===== src/rtl/cache_cfg_pkg.sv =====
// Cache geometry shared by the controller and memory_block.
package cache_cfg_pkg;
   localparam int NUM_ENTRIES = 4;
   localparam int KEY_WIDTH   = 8;
   localparam int VALUE_WIDTH = 16;
endpackage


===== src/rtl/cache_ctrl_pkg.sv =====
// Request controller types: opcodes, response status, FSM state encoding.
package cache_ctrl_pkg;
   localparam int STATUS_WIDTH = 2;
   localparam int OCC_WIDTH    = $clog2(cache_cfg_pkg::NUM_ENTRIES + 1);

   typedef enum logic [1:0] {OP_NOP = 2'd0, OP_GET = 2'd1, OP_PUT = 2'd2, OP_DEL = 2'd3} op_e;
   typedef enum logic [1:0] {ST_OK = 2'd0, ST_MISS = 2'd1, ST_FULL = 2'd2, ST_ERR = 2'd3} status_e;
   typedef enum logic [2:0] {
      CS_IDLE   = 3'd0,
      CS_LOOKUP = 3'd1,
      CS_EVAL   = 3'd2,
      CS_COMMIT = 3'd3,
      CS_RESP   = 3'd4
   } ctrl_state_e;
endpackage


===== src/rtl/cache_req_ctrl_free_slot_finder.sv =====
// Lowest free cache slot as a one-hot, plus a found flag; purely combinational, no backpressure.
module free_slot_finder #(
   parameter int N = 4
) (
   input  logic [N-1:0] used_i,
   output logic [N-1:0] slot_o,
   output logic         found_o
);
   logic [N-1:0] free;

   assign free    = ~used_i;
   // Two's-complement trick isolates the lowest set bit of the free mask.
   assign slot_o  = free & (~free + N'(1));
   assign found_o = |free;
endmodule


===== src/rtl/cache_req_ctrl.sv =====
// Sequences one GET/PUT/DEL at a time against memory_block; response after 1 (ERR), 3 or 4 cycles.
// Accepts only when idle; the response is held until resp_ready.
module cache_req_ctrl
   import cache_ctrl_pkg::*;
#(
   parameter int NUM_ENTRIES = cache_cfg_pkg::NUM_ENTRIES,
   parameter int KEY_WIDTH   = cache_cfg_pkg::KEY_WIDTH,
   parameter int VALUE_WIDTH = cache_cfg_pkg::VALUE_WIDTH
) (
   input  logic                               clk,
   input  logic                               rst_n,
   input  logic                               req_valid,
   output logic                               req_ready,
   input  logic [1:0]                         req_op,
   input  logic [KEY_WIDTH-1:0]               req_key,
   input  logic [VALUE_WIDTH-1:0]             req_value,
   output logic                               resp_valid,
   input  logic                               resp_ready,
   output logic [STATUS_WIDTH-1:0]            resp_status,
   output logic [VALUE_WIDTH-1:0]             resp_value,
   output logic                               mem_write,
   output logic                               mem_delete,
   output logic                               mem_select_by_index,
   output logic [KEY_WIDTH-1:0]               mem_key,
   output logic [VALUE_WIDTH-1:0]             mem_value,
   output logic [NUM_ENTRIES-1:0]             mem_index,
   input  logic [VALUE_WIDTH-1:0]             mem_rd_value,
   input  logic [NUM_ENTRIES-1:0]             mem_rd_index,
   input  logic                               mem_hit,
   input  logic [NUM_ENTRIES-1:0]             mem_used,
   output logic [$clog2(NUM_ENTRIES+1)-1:0]   occupancy
);
   localparam int OCC_W = $clog2(NUM_ENTRIES + 1);

   localparam logic [2:0] IDLE   = CS_IDLE;
   localparam logic [2:0] LOOKUP = CS_LOOKUP;
   localparam logic [2:0] EVAL   = CS_EVAL;
   localparam logic [2:0] COMMIT = CS_COMMIT;
   localparam logic [2:0] RESP   = CS_RESP;

   logic [2:0]             state_q, state_d;
   op_e                    op_q, op_d;
   logic [KEY_WIDTH-1:0]   key_q, key_d;
   logic [VALUE_WIDTH-1:0] value_q, value_d;
   logic [NUM_ENTRIES-1:0] target_q, target_d;
   status_e                status_q, status_d;
   logic [VALUE_WIDTH-1:0] rvalue_q, rvalue_d;
   logic [OCC_W-1:0]       occ_q, occ_d;

   logic [NUM_ENTRIES-1:0] free_onehot;
   logic                   free_found;
   logic [NUM_ENTRIES-1:0] hit_onehot;

   free_slot_finder #(.N(NUM_ENTRIES)) u_free_slot (
      .used_i  (mem_used),
      .slot_o  (free_onehot),
      .found_o (free_found)
   );

   // Keep the write target one-hot even if the lookup ever reports several matches.
   assign hit_onehot = mem_rd_index & (~mem_rd_index + NUM_ENTRIES'(1));

   always_comb begin
      state_d  = state_q;
      op_d     = op_q;
      key_d    = key_q;
      value_d  = value_q;
      target_d = target_q;
      status_d = status_q;
      rvalue_d = rvalue_q;
      case (state_q)
         IDLE: begin
            if (req_valid) begin
               op_d     = op_e'(req_op);
               key_d    = req_key;
               value_d  = req_value;
               target_d = '0;
               rvalue_d = '0;
               if (req_op == OP_NOP || req_key == '0) begin
                  status_d = ST_ERR;
                  state_d  = RESP;
               end else begin
                  state_d  = LOOKUP;
               end
            end
         end
         LOOKUP: state_d = EVAL;
         EVAL: begin
            state_d = RESP;
            case (op_q)
               OP_GET: begin
                  status_d = mem_hit ? ST_OK : ST_MISS;
                  rvalue_d = mem_hit ? mem_rd_value : '0;
               end
               OP_PUT: begin
                  if (mem_hit) begin
                     target_d = hit_onehot;
                     state_d  = COMMIT;
                  end else if (free_found) begin
                     target_d = free_onehot;
                     state_d  = COMMIT;
                  end else begin
                     status_d = ST_FULL;
                  end
               end
               OP_DEL: begin
                  if (mem_hit) begin
                     target_d = hit_onehot;
                     state_d  = COMMIT;
                  end else begin
                     status_d = ST_MISS;
                  end
               end
               default: status_d = ST_ERR;
            endcase
         end
         COMMIT: begin
            status_d = ST_OK;
            state_d  = RESP;
         end
         RESP: begin
            if (resp_ready) begin
               state_d  = IDLE;
               rvalue_d = '0;
            end
         end
         default: state_d = IDLE;
      endcase
   end

   always_comb begin
      occ_d = '0;
      for (int i = 0; i < NUM_ENTRIES; i++) begin
         occ_d = occ_d + OCC_W'(mem_used[i]);
      end
   end

   always_ff @(posedge clk or negedge rst_n) begin
      if (!rst_n) begin
         state_q  <= IDLE;
         op_q     <= OP_NOP;
         key_q    <= '0;
         value_q  <= '0;
         target_q <= '0;
         status_q <= ST_OK;
         rvalue_q <= '0;
         occ_q    <= '0;
      end else begin
         state_q  <= state_d;
         op_q     <= op_d;
         key_q    <= key_d;
         value_q  <= value_d;
         target_q <= target_d;
         status_q <= status_d;
         rvalue_q <= rvalue_d;
         occ_q    <= occ_d;
      end
   end

   // Everything below decodes registered state only, so reset forces all outputs low.
   assign req_ready           = rst_n && (state_q == IDLE);
   assign resp_valid          = (state_q == RESP);
   assign resp_status         = resp_valid ? status_q : '0;
   assign resp_value          = resp_valid ? rvalue_q : '0;
   assign mem_select_by_index = 1'b0;
   assign mem_key             = (state_q == LOOKUP || state_q == EVAL || state_q == COMMIT) ? key_q : '0;
   assign mem_write           = (state_q == COMMIT) && (op_q == OP_PUT);
   assign mem_delete          = (state_q == COMMIT) && (op_q == OP_DEL);
   assign mem_index           = (state_q == COMMIT) ? target_q : '0;
   assign mem_value           = mem_write ? value_q : '0;
   assign occupancy           = occ_q;
endmodule


===== config.mk =====
export PLATFORM = sky130hd
export DESIGN_NAME = cache_req_ctrl
export DESIGN_NICKNAME = d
export VERILOG_FILES = /design/src/rtl/cache_cfg_pkg.sv /design/src/rtl/cache_ctrl_pkg.sv /design/src/rtl/cache_req_ctrl_free_slot_finder.sv /design/src/rtl/cache_req_ctrl.sv
export SDC_FILE = /design/constraint.sdc
export NUM_CORES = 1
export LEC_CHECK = 0
export CAP_MARGIN = 40
export CORE_UTILIZATION = 35
export CTS_BUF_LIST = sky130_fd_sc_hd__clkbuf_16
export DETAILED_ROUTE_END_ITERATION = 7
export PLACE_DENSITY_LB_ADDON = 0.05
export REMOVE_ABC_BUFFERS = 1
export SYNTH_ARGS = -nofsm -noshare
export SYNTH_HDL_FRONTEND = slang
export SYNTH_SLANG_ARGS = --single-unit

===== constraint.sdc =====
create_clock -name clk -period 2.3 [get_ports clk]
set_input_delay 0.46 -clock clk [delete_from_list [all_inputs] [get_ports clk]]
set_output_delay 0.46 -clock clk [all_outputs]
set_load 0.01 [all_outputs]

Word-level counts from Yosys, hierarchy flattened
Index checks and enable logic that the tools add are counted.
{"block": "word_totals", "regBits": 54, "elab_cells": 85, "out_inout_bits": 54}
{"block": "op_classes", "mux": 32, "bitwise_logic": 5, "n_addsub": 5, "eq_ne": 17, "n_reduce_logical": 18}
{"op": "$mux W16", "n": 6}
{"op": "$pmux W16 S3", "n": 1}
{"op": "$mux W4", "n": 5}
{"op": "$mux W3", "n": 6}
{"op": "$pmux W4 S2", "n": 2}
{"op": "$pmux W3 S5", "n": 1}
{"op": "$mux W2", "n": 6}
{"op": "$ne A3 B3 Y1 const B", "n": 4}
{"op": "$not A4 Y4", "n": 3}
{"op": "$pmux W2 S3", "n": 2}
{"op": "$add A4 B1 Y4 const B", "n": 2}
{"op": "$and A4 B4 Y4", "n": 2}
{"op": "$logic_not A8 Y1", "n": 1}
{"op": "$mux W8", "n": 1}
{"op": "$eq A3 B2 Y1 const B", "n": 2}
{"op": "$pmux W3 S2", "n": 1}
{"op": "$reduce_and A6 Y1", "n": 1}
{"op": "$reduce_bool A3 Y1", "n": 2}
{"op": "$reduce_and A5 Y1", "n": 1}
{"op": "$eq A2 B2 Y1 const B", "n": 2}
{"op": "$ne A2 B1 Y1 const B", "n": 2}
{"op": "$ne A2 B2 Y1 const B", "n": 2}
{"op": "$ne A4 B4 Y1 const B", "n": 1}
{"op": "$reduce_and A2 Y1", "n": 2}
{"op": "other kinds (15)", "n": 19}

Logic depth before layout (Yosys ltp)
{"block": "depth", "ltp_word": 8, "ltp_mapped": 7}

Modules after synthesis
A second synthesis with hierarchy kept.
{"block": "unflattened", "hier_cells": 260, "hier_area_um2": 2670.1}
{"mod": "cache_req_ctrl", "area_each_um2": 2633.8, "cells_per_inst": 255, "seq_area_each_um2": 1351.3, "n_inst": 1}
{"mod": "free_slot_finder", "area_each_um2": 36.3, "cells_per_inst": 5, "seq_area_each_um2": 0.0, "n_inst": 1}

Worst setup path before layout
OpenSTA, ideal clock, no wires.
{"block": "synth_timing", "kind": "register -> output", "startpoint": "register state_q[0]", "endpoint": "output port resp_value[10]", "t_arrival_ps": 1461, "required_time_ps": 1840, "n_path_buf": 2, "path_slack_ps": 379, "stages_incl_launch_ff": 7, "cell_sequence": "dfrtp_1 clkbuf_1 nor2_1 and2_1 clkinv_1 buf_2 nor2_1"}
{"block": "synth_via", "elab_chain_len": 2}
{"item": "from (decl)", "line_no": "cache_req_ctrl.sv:41", "source": "logic [2:0] state_q, state_d;"}
{"item": "from (signal assigned)", "line_no": "cache_req_ctrl.sv:149", "source": "state_q <= state_d;"}
{"item": "$eq A3 B3 Y1", "line_no": "cache_req_ctrl.sv:162", "source": "assign resp_valid = (state_q == RESP);"}
{"item": "named net resp_valid", "line_no": "cache_req_ctrl.sv:17", "source": "output logic resp_valid,"}
{"item": "$mux W16", "line_no": "cache_req_ctrl.sv:164", "source": "assign resp_value = resp_valid ? rvalue_q : '0;"}
{"item": "to (decl)", "line_no": "cache_req_ctrl.sv:20", "source": "output logic [VALUE_WIDTH-1:0] resp_value,"}
The timed path passes the listed nets, and every way through them passes these cells.

Worst setup path in the final report
{"block": "layout_timing", "startpoint": "register state_q[2]", "endpoint": "output port mem_value[9]"}
{"block": "layout_via", "elab_chain_len": 3}
{"item": "$eq A3 B2 Y1", "line_no": "cache_req_ctrl.sv:167", "source": "assign mem_write = (state_q == COMMIT) && (op_q == OP_PUT);"}
{"item": "$logic_and A1 B1 Y1", "line_no": "cache_req_ctrl.sv:167"}
{"item": "$mux W16", "line_no": "cache_req_ctrl.sv:170", "source": "assign mem_value = mem_write ? value_q : '0;"}
{"item": "to (decl)", "line_no": "cache_req_ctrl.sv:25", "source": "output logic [VALUE_WIDTH-1:0] mem_value,"}
No other way between the ends.

==> summary.txt <==
Outcome
  – Status: finished clean

STA
  – Max frequency: 454 MHz
  – Tcrit/Tclk final: 0.957
  – Relative slew margins: 0.540
  – Unrepaired setup endpoints after global routing: false
  – Fin crit period: 2200 ps
  – Slew @ Worst Pin: 689 ps
  – Hold slack final: 332 ps
  – Slew Viols, Final: 0
  – Final hold violations: 0
  – Final Setup Violations: 0
  – Clk_skew: 7.21 ps

Cells and area
  – Fillers: 739
  – Multi-input logic area: 0.00125 mm²
  – Share of layout cells above drive strength 1: 0.178
  – Nets: 442
  – Register area: 0.00135 mm²
  – N_diodes: 0
  – Area growth, synth to finish: 49.7%

Global routing
  – Total grt overflow: 0
  – First-pass GRT wire length: 10800 µm
  – Vias in the first global route: 2150
  – Largest net degree at the start of global routing: 55
  – Antenna violations before repair: 0
  – Total GRT Usage: 0.164

Worst setup path
  – Worst Setup End Kind: primary output
  – Worst reg2reg path endpoint: value_q[10]
  – Critical path class: reg2out
  – Worst setup SP type: flop
  – R2R Setup Slk: 520 ps
  – Crit path DAT: 1740 ps
  – Max stage delay cell, worst path: dfrtp_1
  – Worst R2R Start: state_q[2]
  – Crit Path Max Fanout: 9
  – Worst endpoint required time: 1840 ps
  – Critical Path Max Stage Delay: 370 ps
  – R2R depth: 5
  – CP Cell Sequence: and2b_2, nand3_2, nor2_4, buf_6, and2_1, dlygate4sd2_1

Floorplan
  – Die Y: 91.1 µm
  – IO Count: 109
  – Row cnt: 32
  – Core Footprint: 0.00769 mm²
  – Die width: 91.1 µm
  – Initial core utilization: 0.361
  – Total Die Area: 0.00830 mm²

Synthesis
  – Dominant cells by area after synthesis: dfrtp_1 49%, mux2_2 12%, and2_1 6.1%
  – Primary FF master, synth: dfrtp_1
  – FFs w/ async S/R, synth: 1.00
  – Mapped Avg Cell Area: 10.5 µm²
  – Register area share after synthesis: 0.486
  – Cell Area, Synth: 0.00278 mm²
  – Netlist cell types: 42
  – Synth area leader: dfrtp_1
  – Synthesis-stage register bit count: 54
  – Number of synthesized flops with an enable pin: 0
  – Number of synthesis warnings: 0
  – Mapped Cells: 264
  – Post-synth top area share: 0.486

Route
  – WL/cell: 13.3 µm
  – DR vias/cell: 4.56
  – DR vias: 2210
  – Initial DRC count: 74
  – Drt pass-1 iters: 4
  – WL final: 6430 µm
  – Uppermost layer routed: met4
  – Metal2 WL: 2980 µm
  – Drt drc: 0
  – Met1 wire length: 3040 µm
  – Post-route ant nets: 0
  – Routed wl met3: 328 µm

Min path
  – HP Class: in2async

Pwr
  – Sequential Power Share: 0.375
  – IR Drop Worst-Case VDD: 446 µV
  – Switch share: 0.324
  – Leak: 2.03 nW
  – Logic gate share of total power: 0.431
  – Pwr Total: 3.83 mW
  – Sw Pwr: 1.24 mW
  – Cell Pwr Density: 922 mW/mm²
  – Clk pwr share: 0.194
  – Internal Power: 2.59 mW

Place
  – I/O Buffers: 107
  – Hpwl dp: 4660 µm
  – Final GP Congestion: 0.838

CTS
  – Clock Tree Buf Depth: 2
  – H-Tree Depth: 2
  – CTS Sinks: 54
  – Clk Latency, worst-skew pair: 290 ps
  – Setup Fix Bufs, Post-CTS: 0
  – CTS clock-pin slew for the worst setup and hold paths: 70 ps
  – Post-cts hold buffer count: 0
  – Inserted Clock Buffers: 5
  – CTS tree: built
  – Clock Tree Root: clkbuf_16

Flow run
  – Max_cap viols: 0
flip-flops by register name, indices dropped and copies added (netlist names):
name	cells
value_q	16
rvalue_q	16
target_q	4
status_q	2
state_q	3
op_q	2
key_q	8
occupancy	3
critical path: cells and delay by family, from the launching register on:
family        cells  cell delay [ps]
buf+inv           2              430
simple gates      4              640
flops             1              370
synth_stat cells, types with 2 or more instances:
cell type / n
nor4_1: 2
dfrtp_1: 54
a21boi_0: 2
inv_1: 25
nand3_1: 2
a21oi_1: 7
and2_1: 27
nand2_1: 22
mux2_2: 30
nor2_1: 24
nand3b_1: 2
buf_2: 2
ha_1: 4
buf_6: 3
and3_1: 7
mux2i_1: 16
o21ai_0: 7
buf_4: 4
layer usage:
layer  global-route usage  vias to the layer above
li1                     -                     1098
met1                0.226                     1045
met2                0.259                       61
met3               0.0360                        6
met4               0.0476                        0
met5                    0                        -
per-stage QoR:
step	instance area, µm²	utilization	instances	setup TNS [ps]	setup WS (ps)
5_1_grt	4160	0.541	485	0	0.388
2_1_floorplan	2660	-	251	0	166
3_5_place_dp	3990	0.519	476	0	40.6
4_1_cts	4140	0.538	485	-260	-130
3_3_place_gp	3990	0.519	476	0	56.7
6_report	4160	0.541	485	0	98.1
power groups by stage:
stage	clock network, mW	registers, mW	logic (mW)
after global routing	0.807	1.48	1.81
after detailed placement	0	1.45	1.64
after floorplan	0	1.44	0.909
after global placement	0	1.44	1.62
final	0.744	1.44	1.65
after CTS	0.772	1.44	1.67
worst max path at each step:
stage	start	end	slack [ps]	cells after the start
floorplan	state_q[0]	target_q[0]	170	4
global placement	mem_used[0]	status_q[1]	60	7
detailed placement	mem_used[0]	status_q[0]	40	7
CTS	state_q[2]	mem_value[10]	-130	6
global route	state_q[1]	mem_key[6]	0.4	5
finish	state_q[2]	mem_value[9]	100	6
cell families after synthesis:
family / count (synthesis) / share of synthesized area
other: 1 / 0.00135
flip-flops: 54 / 0.486
buffers and inverters: 39 / 0.0765
multiplexers: 46 / 0.179
adder cells (fa/ha/maj): 5 / 0.0252
AND/OR/NAND/NOR: 97 / 0.183
AO/OA/AOI/OAI: 22 / 0.0482
placed cells by master, fill, tap and decap left out, types with 4 or more instances in the layout:
cell             Yosys  routed
mux2_2              30      30
and2_1              27      26
nor2_1              24      22
clkdlybuf4s50_1      0      70
dlymetal6s2s_1       1       5
dfrtp_1             54      54
clkbuf_16            0       5
inv_1               25      25
mux2i_1             16      16
a21oi_1              7       7
o21ai_0              7       7
dlygate4sd2_1        0      31
buf_4                4      14
and3_1               7       7
ha_1                 4       4
nand2_1             22      22
final cells by class:
type / count / share of cell area
tap: 102 / 0.0307
clock buffer: 5 / 0.0301
sequential: 54 / 0.325
inverter: 26 / 0.0238
multi-input combinational: 171 / 0.300
timing repair buffer: 124 / 0.285
clock inverter: 3 / 0.00511
repair_timing:
| item | in CTS | in global routing |
|---|---|---|
| setup endpoints to repair | 42 | 6 |
| hold endpoints to repair | 0 | 0 |
| pin swaps | 0 | 1 |
| resized for setup | 41 | 7 |
| gates cloned | 1 | 0 |
Note: power is estimated with default switching activity, not from simulation.
